===== src/rtl/twos_compliment_mc_pkg.sv =====
// Shared definitions for the multi-channel serial two's-complement unit.
//   mode_e   : per-word operation selected on the in_first beat
//   cstate_e : per-lane complement state machine (S1 = copy, S2 = invert)
//   negate_flag() : decides whether a completed word is negated
package twos_compliment_mc_pkg;

    typedef enum logic [1:0] {
        MODE_PASS     = 2'd0,
        MODE_NEG      = 2'd1,
        MODE_ABS      = 2'd2,
        MODE_PASS_ALT = 2'd3
    } mode_e;

    typedef enum logic {
        ST_S1 = 1'b0,
        ST_S2 = 1'b1
    } cstate_e;

    // abs negates only words whose sign bit is set
    function automatic logic negate_flag(input mode_e m, input logic msb);
        logic neg;
        case (m)
            MODE_NEG: neg = 1'b1;
            MODE_ABS: neg = msb;
            default:  neg = 1'b0;
        endcase
        return neg;
    endfunction

endpackage


===== src/rtl/twos_compliment_lane.sv =====
// One serial lane: capture shift register, emit buffer, negate flag,
// S1/S2 complement FSM and most-negative-value overflow tracker.
// Ports:
//   clk, rst      : clock, synchronous active-high reset
//   cap_en_i      : accepted input beat, shift din_i into the capture register
//   din_i         : serial input bit for this lane
//   load_i        : last beat of a word accepted; move word to emit buffer
//   mode_i        : latched word mode (valid with load_i)
//   emit_en_i     : emission cycle in progress
//   emit_last_i   : current emission cycle carries the MSB
//   out_o         : serial result bit (0 outside emission)
//   ovf_o         : overflow flag, only asserted on the MSB cycle
module twos_compliment_lane
    import twos_compliment_mc_pkg::*;
#(
    parameter int WIDTH = 8
) (
    input  logic       clk,
    input  logic       rst,
    input  logic       cap_en_i,
    input  logic       din_i,
    input  logic       load_i,
    input  logic [1:0] mode_i,
    input  logic       emit_en_i,
    input  logic       emit_last_i,
    output logic       out_o,
    output logic       ovf_o
);

    // Only WIDTH-1 bits are held: the final bit arrives on din_i in the
    // same cycle the word is handed to the emit buffer.
    logic [WIDTH-2:0] cap_q, cap_d;
    logic [WIDTH-1:0] emit_q, emit_d;
    logic             neg_q, neg_d;
    logic             zero_q, zero_d;
    cstate_e          st_q, st_d;

    logic [WIDTH-1:0] word;
    logic             cur_bit;

    // New bits enter at the top so bit 0 ends up at the LSB after WIDTH beats
    assign word    = {din_i, cap_q};
    assign cur_bit = emit_q[0];

    always_comb begin
        cap_d  = cap_q;
        emit_d = emit_q;
        neg_d  = neg_q;
        zero_d = zero_q;
        st_d   = st_q;
        if (cap_en_i) begin
            cap_d = word[WIDTH-1:1];
        end
        if (load_i) begin
            // din_i is the MSB of the completing word
            emit_d = word;
            neg_d  = negate_flag(mode_e'(mode_i), din_i);
            zero_d = 1'b1;
            st_d   = ST_S1;
        end else if (emit_en_i) begin
            emit_d = emit_q >> 1;
            zero_d = zero_q & ~cur_bit;
            case (st_q)
                ST_S1:   st_d = cur_bit ? ST_S2 : ST_S1;
                default: st_d = ST_S2;
            endcase
        end
    end

    always_ff @(posedge clk) begin
        if (rst) begin
            cap_q  <= '0;
            emit_q <= '0;
            neg_q  <= 1'b0;
            zero_q <= 1'b0;
            st_q   <= ST_S1;
        end else begin
            cap_q  <= cap_d;
            emit_q <= emit_d;
            neg_q  <= neg_d;
            zero_q <= zero_d;
            st_q   <= st_d;
        end
    end

    always_comb begin
        out_o = 1'b0;
        ovf_o = 1'b0;
        if (emit_en_i) begin
            out_o = (neg_q && st_q == ST_S2) ? ~cur_bit : cur_bit;
            // zero_q covers every bit below the MSB by the last cycle
            ovf_o = emit_last_i & neg_q & cur_bit & zero_q;
        end
    end

endmodule


===== src/rtl/twos_compliment_mc.sv =====
// Multi-channel word-framed bit-serial two's-complement unit.
// Shared framing (beat counter, word-in-progress flag, latched mode,
// emit counter) lives here; per-lane datapaths are twos_compliment_lane.
// Ports:
//   clk, rst           : clock, synchronous active-high reset
//   in[CHANNELS]       : serial data, LSB first
//   in_valid, in_first : beat qualifier / LSB-beat marker
//   mode[2]            : 0 pass, 1 negate, 2 abs, 3 pass (sampled on in_first)
//   out[CHANNELS]      : serial result, LSB first
//   out_valid          : result bit present
//   out_first/out_last : LSB / MSB beat of an output word
//   ovf[CHANNELS]      : most-negative negation, valid with out_last
module twos_compliment_mc
    import twos_compliment_mc_pkg::*;
#(
    parameter int WIDTH    = 8,
    parameter int CHANNELS = 4
) (
    input  logic                clk,
    input  logic                rst,
    input  logic [CHANNELS-1:0] in,
    input  logic                in_valid,
    input  logic                in_first,
    input  logic [1:0]          mode,
    output logic [CHANNELS-1:0] out,
    output logic                out_valid,
    output logic                out_first,
    output logic                out_last,
    output logic [CHANNELS-1:0] ovf
);

    localparam int            CW   = $clog2(WIDTH);
    localparam logic [CW-1:0] LAST = CW'(WIDTH - 1);

    logic          busy_q, busy_d;
    logic [CW-1:0] cnt_q, cnt_d;
    logic [1:0]    mode_q, mode_d;
    logic          act_q, act_d;
    logic [CW-1:0] ecnt_q, ecnt_d;

    logic accept;
    logic complete;

    // Beats without in_first are only meaningful inside a word
    assign accept   = in_valid & (in_first | busy_q);
    assign complete = in_valid & ~in_first & busy_q & (cnt_q == LAST);

    always_comb begin
        busy_d = busy_q;
        cnt_d  = cnt_q;
        mode_d = mode_q;
        if (in_valid && in_first) begin
            // Also restarts a word already in progress
            busy_d = 1'b1;
            cnt_d  = CW'(1);
            mode_d = mode;
        end else if (in_valid && busy_q) begin
            if (cnt_q == LAST) begin
                busy_d = 1'b0;
                cnt_d  = '0;
            end else begin
                cnt_d = cnt_q + CW'(1);
            end
        end
    end

    // A completing word takes priority: it can only coincide with the
    // final emission cycle of the previous word, giving gapless streaming.
    always_comb begin
        act_d  = act_q;
        ecnt_d = ecnt_q;
        if (complete) begin
            act_d  = 1'b1;
            ecnt_d = '0;
        end else if (act_q) begin
            if (ecnt_q == LAST) begin
                act_d  = 1'b0;
                ecnt_d = '0;
            end else begin
                ecnt_d = ecnt_q + CW'(1);
            end
        end
    end

    always_ff @(posedge clk) begin
        if (rst) begin
            busy_q <= 1'b0;
            cnt_q  <= '0;
            mode_q <= 2'd0;
            act_q  <= 1'b0;
            ecnt_q <= '0;
        end else begin
            busy_q <= busy_d;
            cnt_q  <= cnt_d;
            mode_q <= mode_d;
            act_q  <= act_d;
            ecnt_q <= ecnt_d;
        end
    end

    assign out_valid = act_q;
    assign out_first = act_q & (ecnt_q == '0);
    assign out_last  = act_q & (ecnt_q == LAST);

    for (genvar gi = 0; gi < CHANNELS; gi++) begin : g_lane
        twos_compliment_lane #(
            .WIDTH(WIDTH)
        ) u_lane (
            .clk        (clk),
            .rst        (rst),
            .cap_en_i   (accept),
            .din_i      (in[gi]),
            .load_i     (complete),
            .mode_i     (mode_q),
            .emit_en_i  (act_q),
            .emit_last_i(out_last),
            .out_o      (out[gi]),
            .ovf_o      (ovf[gi])
        );
    end

endmodule


===== config.mk =====
export PLATFORM = sky130hd
export DESIGN_NAME = twos_compliment_mc
export DESIGN_NICKNAME = d
export VERILOG_FILES = /design/src/rtl/twos_compliment_mc_pkg.sv /design/src/rtl/twos_compliment_lane.sv /design/src/rtl/twos_compliment_mc.sv
export SDC_FILE = /design/constraint.sdc
export NUM_CORES = 1
export LEC_CHECK = 0
export CAP_MARGIN = 10
export CORE_ASPECT_RATIO = 0.75
export CORE_MARGIN = 5
export CORE_UTILIZATION = 41
export CTS_BUF_LIST = sky130_fd_sc_hd__clkbuf_4 sky130_fd_sc_hd__clkbuf_8 sky130_fd_sc_hd__clkbuf_16
export DETAILED_ROUTE_END_ITERATION = 12
export DONT_BUFFER_PORTS = 1
export PLACE_DENSITY = 0.64
export SYNTH_ARGS = -nofsm -noshare
export SYNTH_HDL_FRONTEND = slang
export SYNTH_SLANG_ARGS = --single-unit

===== constraint.sdc =====
create_clock -name clk -period 1.36 [get_ports clk]
set_input_delay 0.34 -clock clk [delete_from_list [all_inputs] [get_ports clk]]
set_output_delay 0.34 -clock clk [all_outputs]
set_load 0.05 [all_outputs]

==> flow_metrics.py <==
metrics = {
    "power": {
        "p_comb_share_pct": 3.1,
        "p_sw_w": 0.0009398,
        "worst_ir_drop_vdd_mv": 0.5306,
        "p_int_w": 0.003464,
        "clkPwrFrac_pct": 41.8,
        "powerDensity_nw_per_um2": 925.2,
        "p_seq_share_pct": 55.1,
        "p_sw_share_pct": 21.34,
        "leakage_nw": 1.605,
    },
    "critical_path": {
        "arrival_ps": 1400,
        "startpoint_type": "flop",
        "cp_data_required_time_ps": 1020,
        "cp-end-kind": "output pin",
        "path_class": "flop to output pin",
        "worst_r2r_endpoint": "g_lane[1].u_lane.emit_q[3]$_SDFFE_PP0P_",
        "crit_end": "ovf[1]",
        "reg2regPathDepth": 6,
        "startpoint": "ecnt_q[0]$_SDFFE_PP0P_",
        "regToRegStartpoint": "cnt_q[1]$_SDFFE_PP0P_",
        "path_max_fanout": 4,
        "r2r_slack_ps": -100,
    },
    "clock_network": {
        "cts_inserted_buffers": 9,
        "cts.sinks": 82,
        "cts-htree-levels": 3,
        "cts_tree": "done",
        "cts.clk_slew.worst_paths_ps": 80,
        "max-clock-path-buffers": 2,
        "root_buffer": "clkbuf_8",
        "clk_latency_ps": 350,
    },
    "grt": {
        "overflow": 0,
        "grt_pass1_vias": 2732,
        "grt_max_degree": 75,
        "track_usage_pct": 16.33,
        "grt_pass1_wl_mm": 13.19,
        "antenna_found_initial": 0,
    },
    "layout": {
        "drive_gt1_share_pct": 38.53,
        "final_util_pct": 59.33,
        "fin_nets": 436,
        "antenna-diode-count": 0,
        "fin_cells": 528,
        "area_growth_pct": 38.43,
    },
    "timing": {
        "worst_slack_ps": -378.4,
        "finalCritPeriodShare_pct": 127.8,
        "finalCriticalPeriod_ps": 1738,
        "fmax_mhz": 575.2,
        "hold_slack_ps": 59.95,
        "finalMaxSlewViolations": 0,
        "hold_viol": 0,
        "setup_viol": 41,
        "worstMarginPinSlew_ps": 290.2,
        "grt_setup_unrepaired": "true",
        "fin_skew_ps": 10.52,
        "worst_slew_margin_rel_pct": 80.10,
    },
    "synth": {
        "ys_ff_latch": 82,
        "synth_cells": 397,
        "syn_nets": 414,
        "avgSynthCellArea_sq_um": 8.661,
        "synth_top_area_share_pct": 47.74,
        "synth.largest_area_cell": "dfxtp_1",
        "yosys-top-cells-area": "dfxtp_1 (48%), mux2i_1 (9.0%), nand2_1 (8.2%)",
        "synth_flop_cell": "dfxtp_1",
        "synthTopCellsByCount": "dfxtp_1 (82), nand2_1 (75), a21oi_1 (50)",
        "synth_edf_count": 0,
        "synth_cell_types": 27,
        "synth_area_sq_um": 3438,
        "ys_warn_count": 0,
        "yosysMostFrequentCell": "dfxtp_1",
        "synthArstFlopShare_pct": 0,
        "yosysSeqAreaShare_pct": 47.74,
    },
    "routing": {
        "firstDrtPassIters": 4,
        "drc": 0,
        "wl_per_cell_microns": 15.45,
        "via_per_inst": 5.235,
        "vias": 2764,
        "drt_iter0_drc": 108,
        "wl_mm": 8.159,
        "drtAntennaViolNets": 0,
    },
    "floorplanning": {
        "initial_core_util_pct": 42.86,
        "core_area_sq_um": 8023,
        "die_area_sq_um": 10340,
        "dieWidth_microns": 115.7,
        "die_h_microns": 89.31,
        "std_cell_rows": 28,
        "io_pins": 21,
    },
    "place": {
        "numPortBuffers": 0,
        "routabilityCongestion": 0.7987,
        "dp_hpwl_mm": 4.436,
        "post-place-cells": 496,
    },
    "worst_hold_path": {
        "hold_class": "input port to flop",
    },
    "outcome": {
        "violations": "negative setup slack",
        "status": "finished with violations",
    },
    "job": {
        "cap_violations": 0,
    },
}
==> cell type report <==
cell class | count | area, sq um
Clock buffer | 11 | 162.7
Clock inverter | 4 | 48.80
Fill cell | 643 | 3263
Inverter | 5 | 22.52
Multi-Input combinational cell | 274 | 2056
Sequential cell | 82 | 1668
Tap cell | 105 | 131.4
Timing Repair Buffer | 47 | 670.6
==> kinds of logic after synthesis <==
group / synth area share [%]
AOI/OAI and AO/OA: 15.21
xor gates and xnor gates: 1.019
adders and majority gates: 2.547
buffers and inverters: 6.441
DFF: 47.74
muxes: 9.025
and+or+nand+nor: 18.01
==> power by group through the flow <==
stage          registers, W  clock network [W]  logic [W]
6_report            0.00243            0.00184   0.000138
2_1_floorplan       0.00248                  0   0.000115
3_5_place_dp        0.00248                  0   0.000121
3_3_place_gp        0.00248                  0   0.000120
5_1_grt             0.00243            0.00202   0.000149
4_1_cts             0.00243            0.00188   0.000124
==> cell usage in the layout, fill, tap and decap left out, drive strengths merged, types with 7 or more instances in the layout <==
cell type / synthesis / layout
mux2i: 31 / 31
nand2: 75 / 75
nor2: 48 / 48
nand3: 7 / 7
buf: 26 / 46
ha: 7 / 7
clkbuf: 11 / 12
a21oi: 50 / 50
dfxtp: 82 / 82
a211oi: 28 / 28
==> state kept, by name, summed over array words and instances (netlist names) <==
name	cells
out_valid	1
cnt_q	3
busy_q	1
mode_q	2
g_lane.u_lane.neg_q	4
g_lane.u_lane.cap_q	28
g_lane.u_lane.zero_q	4
ecnt_q	3
g_lane.u_lane.st_q	4
g_lane.u_lane.emit_q	32
==> per-stage QoR <==
| stage | setup WS, ps | total power, W | area, sq um | TNS, ps |
|---|---|---|---|---|
| floorplan | -14.71 | 0.002595 | 3528 | -14.71 |
| global placement | -125.7 | 0.002603 | 3802 | -3123 |
| detailed placement | -216.5 | 0.002605 | 3802 | -5347 |
| CTS | -381.2 | 0.004433 | 4483 | -3449 |
| global route | -427.2 | 0.004596 | 4760 | -7298 |
| finish | -378.4 | 0.004404 | 4760 | -4614 |
==> metal layers <==
layer,GRT usage [%],share of wire [%],vias to the layer above
li1,-,-,1382
met1,20.94,44,1318
met2,27.52,49,60
met3,4.195,6.8,4
met4,4.742,0.56,0
met5,0,0,-
==> worst max-delay path, cell delays in order (launching register included) <==
cell and delay [ps]:
dfxtp_2 370, ha_4 140, ha_4 170, nand3_2 80
nor2_2 120, buf_6 170
==> how the worst min path moves through the flow <==
stage | from | end | slack [ps] | cells after the start
after global placement | rst | mode_q[1]$_SDFFE_PP0P_ | 420 | 1
final | rst | busy_q$_SDFFE_PP0P_ | 60 | 1
after detailed placement | rst | out_valid$_SDFF_PP0_ | 420 | 1
after CTS | rst | g_lane[1].u_lane.emit_q[0]$_SDFFE_PP0P_ | 40 | 1
after global routing | rst | g_lane[3].u_lane.emit_q[0]$_SDFFE_PP0P_ | 30 | 1
after floorplan | g_lane[0].u_lane.cap_q[0]$_SDFFE_PP0P_ | g_lane[0].u_lane.cap_q[0]$_SDFFE_PP0P_ | 440 | 2
==> repair_timing <==
item / in CTS / in global routing
setup endpoints to repair: 59 / 71
pin swaps: 29 / 16
gates cloned: 3 / 1
resized for setup: 85 / 63
hold buffers: 0 / 0
setup buffers: 12 / 4
No activity file was read; power rests on OpenSTA's default activity.
